$ cat src/rtl/pic_pc_sequencer.sv
// Fetch/execute PC sequencer for the PIC16F54 core: fetch address, executing PC, 2-level return stack, SLEEP hold.
// Optional stack depth checking with sticky overflow/underflow flags is enabled by defining PIC_SEQ_STK_CHECK_EN.
module pic_pc_sequencer #(
    parameter int              PC_W    = 9,
    parameter logic [PC_W-1:0] RST_VEC = 9'h1FF
) (
    input  logic            clk,
    input  logic            rst,
    input  logic [11:0]     instr,
    input  logic            goto_en,
    input  logic            call_en,
    input  logic            retlw_en,
    input  logic            pcl_wr,
    input  logic [7:0]      pcl_data,
    input  logic            skip_en,
    input  logic            skip_cond,
    input  logic            sleep_en,
    input  logic            wdt_to,
`ifdef PIC_SEQ_STK_CHECK_EN
    output logic            stk_ovf,
    output logic            stk_unf,
`endif
    output logic [PC_W-1:0] rom_adrs,
    output logic [PC_W-1:0] pc,
    output logic            exec_valid,
    output logic            halted
);

    typedef enum logic [1:0] {
        ST_FILL  = 2'd0,
        ST_RUN   = 2'd1,
        ST_KILL  = 2'd2,
        ST_SLEEP = 2'd3
    } seq_state_e;

    localparam logic [PC_W-1:0] PC_ONE  = {{(PC_W-1){1'b0}}, 1'b1};
    localparam logic [PC_W-1:0] PC_ZERO = {PC_W{1'b0}};

    seq_state_e      state_q, state_d;
    logic [PC_W-1:0] rom_adrs_q, rom_adrs_d;
    logic [PC_W-1:0] pc_q, pc_d;
    logic [PC_W-1:0] s1_q, s1_d;
    logic [PC_W-1:0] s2_q, s2_d;
    logic            exec_valid_q, exec_valid_d;
    logic            halted_q, halted_d;
    logic            call_take_s;
    logic            retlw_take_s;

`ifdef PIC_SEQ_STK_CHECK_EN
    logic [1:0]      depth_q, depth_d;
    logic            stk_ovf_q, stk_ovf_d;
    logic            stk_unf_q, stk_unf_d;
`endif

    // Next-state, redirect target and return-stack update
    always_comb begin
        state_d      = state_q;
        rom_adrs_d   = rom_adrs_q;
        pc_d         = pc_q;
        s1_d         = s1_q;
        s2_d         = s2_q;
        call_take_s  = 1'b0;
        retlw_take_s = 1'b0;

        case (state_q)
            ST_FILL, ST_KILL: begin
                rom_adrs_d = rom_adrs_q + PC_ONE;
                pc_d       = rom_adrs_q;
                state_d    = ST_RUN;
            end
            ST_RUN: begin
                // Strobes are only honoured here, where the slot is architecturally executed
                rom_adrs_d = rom_adrs_q + PC_ONE;
                pc_d       = rom_adrs_q;
                if (sleep_en) begin
                    rom_adrs_d = rom_adrs_q;
                    pc_d       = pc_q;
                    state_d    = ST_SLEEP;
                end else if (retlw_en) begin
                    retlw_take_s = 1'b1;
                    rom_adrs_d   = s1_q;
                    s1_d         = s2_q;
                    state_d      = ST_KILL;
                end else if (call_en) begin
                    call_take_s = 1'b1;
                    rom_adrs_d  = PC_W'({1'b0, instr[7:0]});
                    s2_d        = s1_q;
                    s1_d        = pc_q + PC_ONE;
                    state_d     = ST_KILL;
                end else if (goto_en) begin
                    rom_adrs_d = PC_W'(instr[8:0]);
                    state_d    = ST_KILL;
                end else if (pcl_wr) begin
                    rom_adrs_d = PC_W'({1'b0, pcl_data});
                    state_d    = ST_KILL;
                end else if (skip_en && skip_cond) begin
                    state_d = ST_KILL;
                end else begin
                    state_d = ST_RUN;
                end
            end
            ST_SLEEP: begin
                if (wdt_to) begin
                    rom_adrs_d = RST_VEC;
                    state_d    = ST_FILL;
                end else begin
                    state_d = ST_SLEEP;
                end
            end
            default: begin
                rom_adrs_d = RST_VEC;
                pc_d       = RST_VEC;
                state_d    = ST_FILL;
            end
        endcase

        exec_valid_d = (state_d == ST_RUN);
        halted_d     = (state_d == ST_SLEEP);
    end

`ifdef PIC_SEQ_STK_CHECK_EN
    // Saturating depth tracking with sticky misuse flags; data path is unaffected
    always_comb begin
        depth_d   = depth_q;
        stk_ovf_d = stk_ovf_q;
        stk_unf_d = stk_unf_q;
        if (call_take_s) begin
            if (depth_q == 2'd2) begin
                stk_ovf_d = 1'b1;
            end else begin
                depth_d = depth_q + 2'd1;
            end
        end else if (retlw_take_s) begin
            if (depth_q == 2'd0) begin
                stk_unf_d = 1'b1;
            end else begin
                depth_d = depth_q - 2'd1;
            end
        end else begin
            depth_d = depth_q;
        end
    end

    // Stack checker registers
    always_ff @(posedge clk or negedge rst) begin
        if (!rst) begin
            depth_q   <= 2'd0;
            stk_ovf_q <= 1'b0;
            stk_unf_q <= 1'b0;
        end else begin
            depth_q   <= depth_d;
            stk_ovf_q <= stk_ovf_d;
            stk_unf_q <= stk_unf_d;
        end
    end

    assign stk_ovf = stk_ovf_q;
    assign stk_unf = stk_unf_q;
`endif

    // Sequencer state, addresses, stack and registered status outputs
    always_ff @(posedge clk or negedge rst) begin
        if (!rst) begin
            state_q      <= ST_FILL;
            rom_adrs_q   <= RST_VEC;
            pc_q         <= RST_VEC;
            s1_q         <= PC_ZERO;
            s2_q         <= PC_ZERO;
            exec_valid_q <= 1'b0;
            halted_q     <= 1'b0;
        end else begin
            state_q      <= state_d;
            rom_adrs_q   <= rom_adrs_d;
            pc_q         <= pc_d;
            s1_q         <= s1_d;
            s2_q         <= s2_d;
            exec_valid_q <= exec_valid_d;
            halted_q     <= halted_d;
        end
    end

    assign rom_adrs   = rom_adrs_q;
    assign pc         = pc_q;
    assign exec_valid = exec_valid_q;
    assign halted     = halted_q;

endmodule

$ cat config.mk
export PLATFORM = sky130hd
export DESIGN_NAME = pic_pc_sequencer
export DESIGN_NICKNAME = d
export VERILOG_FILES = /design/src/rtl/pic_pc_sequencer.sv
export SDC_FILE = /design/constraint.sdc
export NUM_CORES = 1
export LEC_CHECK = 0
export CAP_MARGIN = 20
export CORE_MARGIN = 1.5
export CORE_UTILIZATION = 30
export CTS_CLUSTER_SIZE = 24
export DETAILED_ROUTE_END_ITERATION = 12
export GPL_ROUTABILITY_DRIVEN = 0
export PLACE_DENSITY = 0.59
export SLEW_MARGIN = 25
export SYNTH_ARGS = -nofsm -noshare
export SYNTH_HDL_FRONTEND = slang
export SYNTH_SLANG_ARGS = --single-unit
$ cat constraint.sdc
create_clock -name clk -period 1.38 [get_ports clk]
set_input_delay 0.138 -clock clk [delete_from_list [all_inputs] [get_ports clk]]
set_output_delay 0.138 -clock clk [all_outputs]
set_load 0.01 [all_outputs]
==> impl_metrics.ini <==
[route]
drc_errors = 0
totalWireLength_mm = 7.81
drtIter0Drc = 118
via_count = 2330
wl_per_cell_um = 17.2
vias_per_cell = 5.13
firstDrtPassIters = 4
drtAntennaViolNets = 0

[power_and_ir_drop]
switching_share = 0.398
total_power_w = 0.00837
p_per_area_nw_per_um2 = 2180
p_comb_frac = 0.611
switching_power_w = 0.00333
peakVddDrop_mv = 1.14
clkPwrFrac = 0.097
pwr-share-seq = 0.292
p_int_w = 0.00504
power_leakage_nw = 1.63

[cts]
root_buffer = clkbuf_8
cts_tree = done
cts_buffers = 5
cts.path.max_buffers = 2
cts.htree.levels = 2
clk_pin_slew_ns = 0.09
clock-sinks = 40
worstSkewPairLatency_ns = 0.30

[yosys]
synth_top_area_share = 0.235
post-synth-top-count-cell = nand2_1
yosysTopAreaCell = dfrtp_1
syn_inst = 236
synthesis.nets = 268
synth_area_per_cell_um2 = 9.91
syn_area_um2 = 2340
ys_types = 50
seq_area_frac_synth = 0.438
synth-seq-cells = 40
synth_ff_type = dfrtp_1
synth-edff-count = 0
synth.area.top_cells = dfrtp_1 24%, dfstp_2 20%, mux2_2 5.3%
yosys_warnings = 0
synth.top_cells.by_count = 27 x nand2_1, 22 x dfrtp_1, 19 x o21ai_0
synth_async_sr_flop_share = 1.00

[final_layout]
drive_gt1_frac = 0.469
fin_nets = 383
finalCoreUtilization = 0.502
antennaDiodeCount = 0
fillers = 696
syn_to_final_growth_pct = 64.2

[placement]
dp_hpwl_mm = 5.45
dp_slack_ns = -0.359
portBuffers = 46

[run_status]
failed_checks = negative setup slack
status = complete, but fails checks

[floorplan]
io_pins = 50
fp.dieH_um = 91.3
rows = 32
die_area_um2 = 8330
fp.dieW_um = 91.3
fp.coreArea_um2 = 7650
initial_core_util = 0.306

[global_routing]
grt_pass1_wl_mm = 12.5
use_met1 = 0.254
grt-ovfl-total = 0
met3_usage = 0.0511
met2_usage = 0.305
grt.busiest_layer = met2
grt_max_degree = 41
antenna_found_initial = 0
grt_use_total = 0.193
grt_pass1_vias = 2353

[timing]
setup_ws_ns = -0.0985
fmax_mhz = 676
finalMaxSlewViolations = 0
finClkSkew_ns = 0.00668
hold_violations = 0
fin_crit_sh = 1.07
relSlewSlack = 0.747
setup_viol = 16
rsz0062_at_grt = yes
period_minus_slack_ns = 1.48
fin_setup_tns_ns = -0.623
timing.hold.ws_ns = 0.344
worst_pin_slew_ns = 0.378

[worst_setup_path]
cp.arrival_ns = 1.67
required_ns = 1.57
endpoint_kind = flop
path_max_fanout = 4
cp-start-kind = flop
critPathKind = reg2reg

[flow_run]
drv_cap = 0

[min_path]
hold_path.class = in2async
## cells in the final DEF, fill, tap and decap left out, types with 7 or more instances in the layout
cell,count
dlygate4sd2_1,13
dfrtp_1,21
buf_4,56
nor2_1,8
mux2_2,11
dfstp_2,18
nand2_1,24
buf_6,13
o21ai_0,8
clkdlybuf4s50_1,25
o21ai_1,10
a21oi_1,7
o211ai_1,10
## state kept, by name (all words and copies together) (netlist names)
name	flops
pc	9
rom_adrs	9
exec_valid	1
halted	1
s1_q	9
s2_q	9
state_q	2
## area by class of cell
class                           count  area (um2)  share of cell area
Tap cell                          102         128              0.0332
Sequential cell                    40        1020               0.267
Timing Repair Buffer              119        1070               0.279
Clock buffer                        7        76.3              0.0199
Multi-Input combinational cell    179        1510               0.394
Clock inverter                      1        5.00             0.00130
Inverter                            6        22.5             0.00587
## worst max-delay path, stage by stage (launching register included)
cell	delay (ns)
dfstp_2	0.55
buf_6	0.11
ha_4	0.15
buf_4	0.12
nand3_2	0.09
nor2_4	0.15
xnor2_2	0.13
o21ai_1	0.08
## power groups by stage
stage | logic, W | registers, W | clock network (W)
floorplan | 0.00209 | 0.00251 | 0
global placement | 0.00396 | 0.00250 | 0
detailed placement | 0.00401 | 0.00252 | 0
CTS | 0.00445 | 0.00241 | 0.000811
global route | 0.00552 | 0.00252 | 0.000876
finish | 0.00511 | 0.00244 | 0.000811
## final timing paths
check / start / slack (ns) / endpoint / cells past startpoint
max: pc[0]$_DFFE_PN1P_ / -0.1 / s1_q[8]$_DFFE_PN0P_ / 7
min reg2reg: s2_q[6]$_DFFE_PN0P_ / 0.49 / s2_q[6]$_DFFE_PN0P_ / 2
min in group clk: goto_en / 0.38 / exec_valid$_DFF_PN0_ / 4
max reg2reg: pc[0]$_DFFE_PN1P_ / -0.1 / s1_q[8]$_DFFE_PN0P_ / 7
max in group asynchronous: rst / 0.77 / rom_adrs[2]$_DFFE_PN1P_ / 3
min: rst / 0.34 / exec_valid$_DFF_PN0_ / 3
## logic make-up (layout without fill, tap and decap cells)
logic type,count (synthesis),after routing,share of synthesized area
buffers and inverters,18,133,0.0417
adders and majority gates,2,2,0.0107
muxes,22,22,0.113
and+or+nand+nor,72,73,0.156
DFF,40,40,0.438
AOI/OAI and AO/OA,73,73,0.208
xor gates and xnor gates,9,9,0.0337
## what timing repair did
| item | 4_1_cts | 5_1_grt |
|---|---|---|
| resized for setup | 60 | 47 |
| setup endpoints to repair | 54 | 39 |
| hold buffers | 1 | 0 |
| hold endpoints to repair | 22 | 0 |
| pin swaps | 10 | 29 |
| buffers inserted | 12 | 10 |
| cloned | 1 | 0 |
## routing by layer
layer,up-vias,part of all wire,routed length [um]
met5,-,0,0
li1,1105,-,-
met1,1153,0.47,3660
met3,13,0.048,372
met2,59,0.47,3640
met4,0,0.017,136
## per-stage QoR
step | instance area (um2) | cells
4_1_cts | 3590 | 445
3_5_place_dp | 3300 | 423
6_report | 3840 | 454
2_1_floorplan | 2370 | 236
3_3_place_gp | 3300 | 423
5_1_grt | 3840 | 454
(Power assumes the default switching activity.)
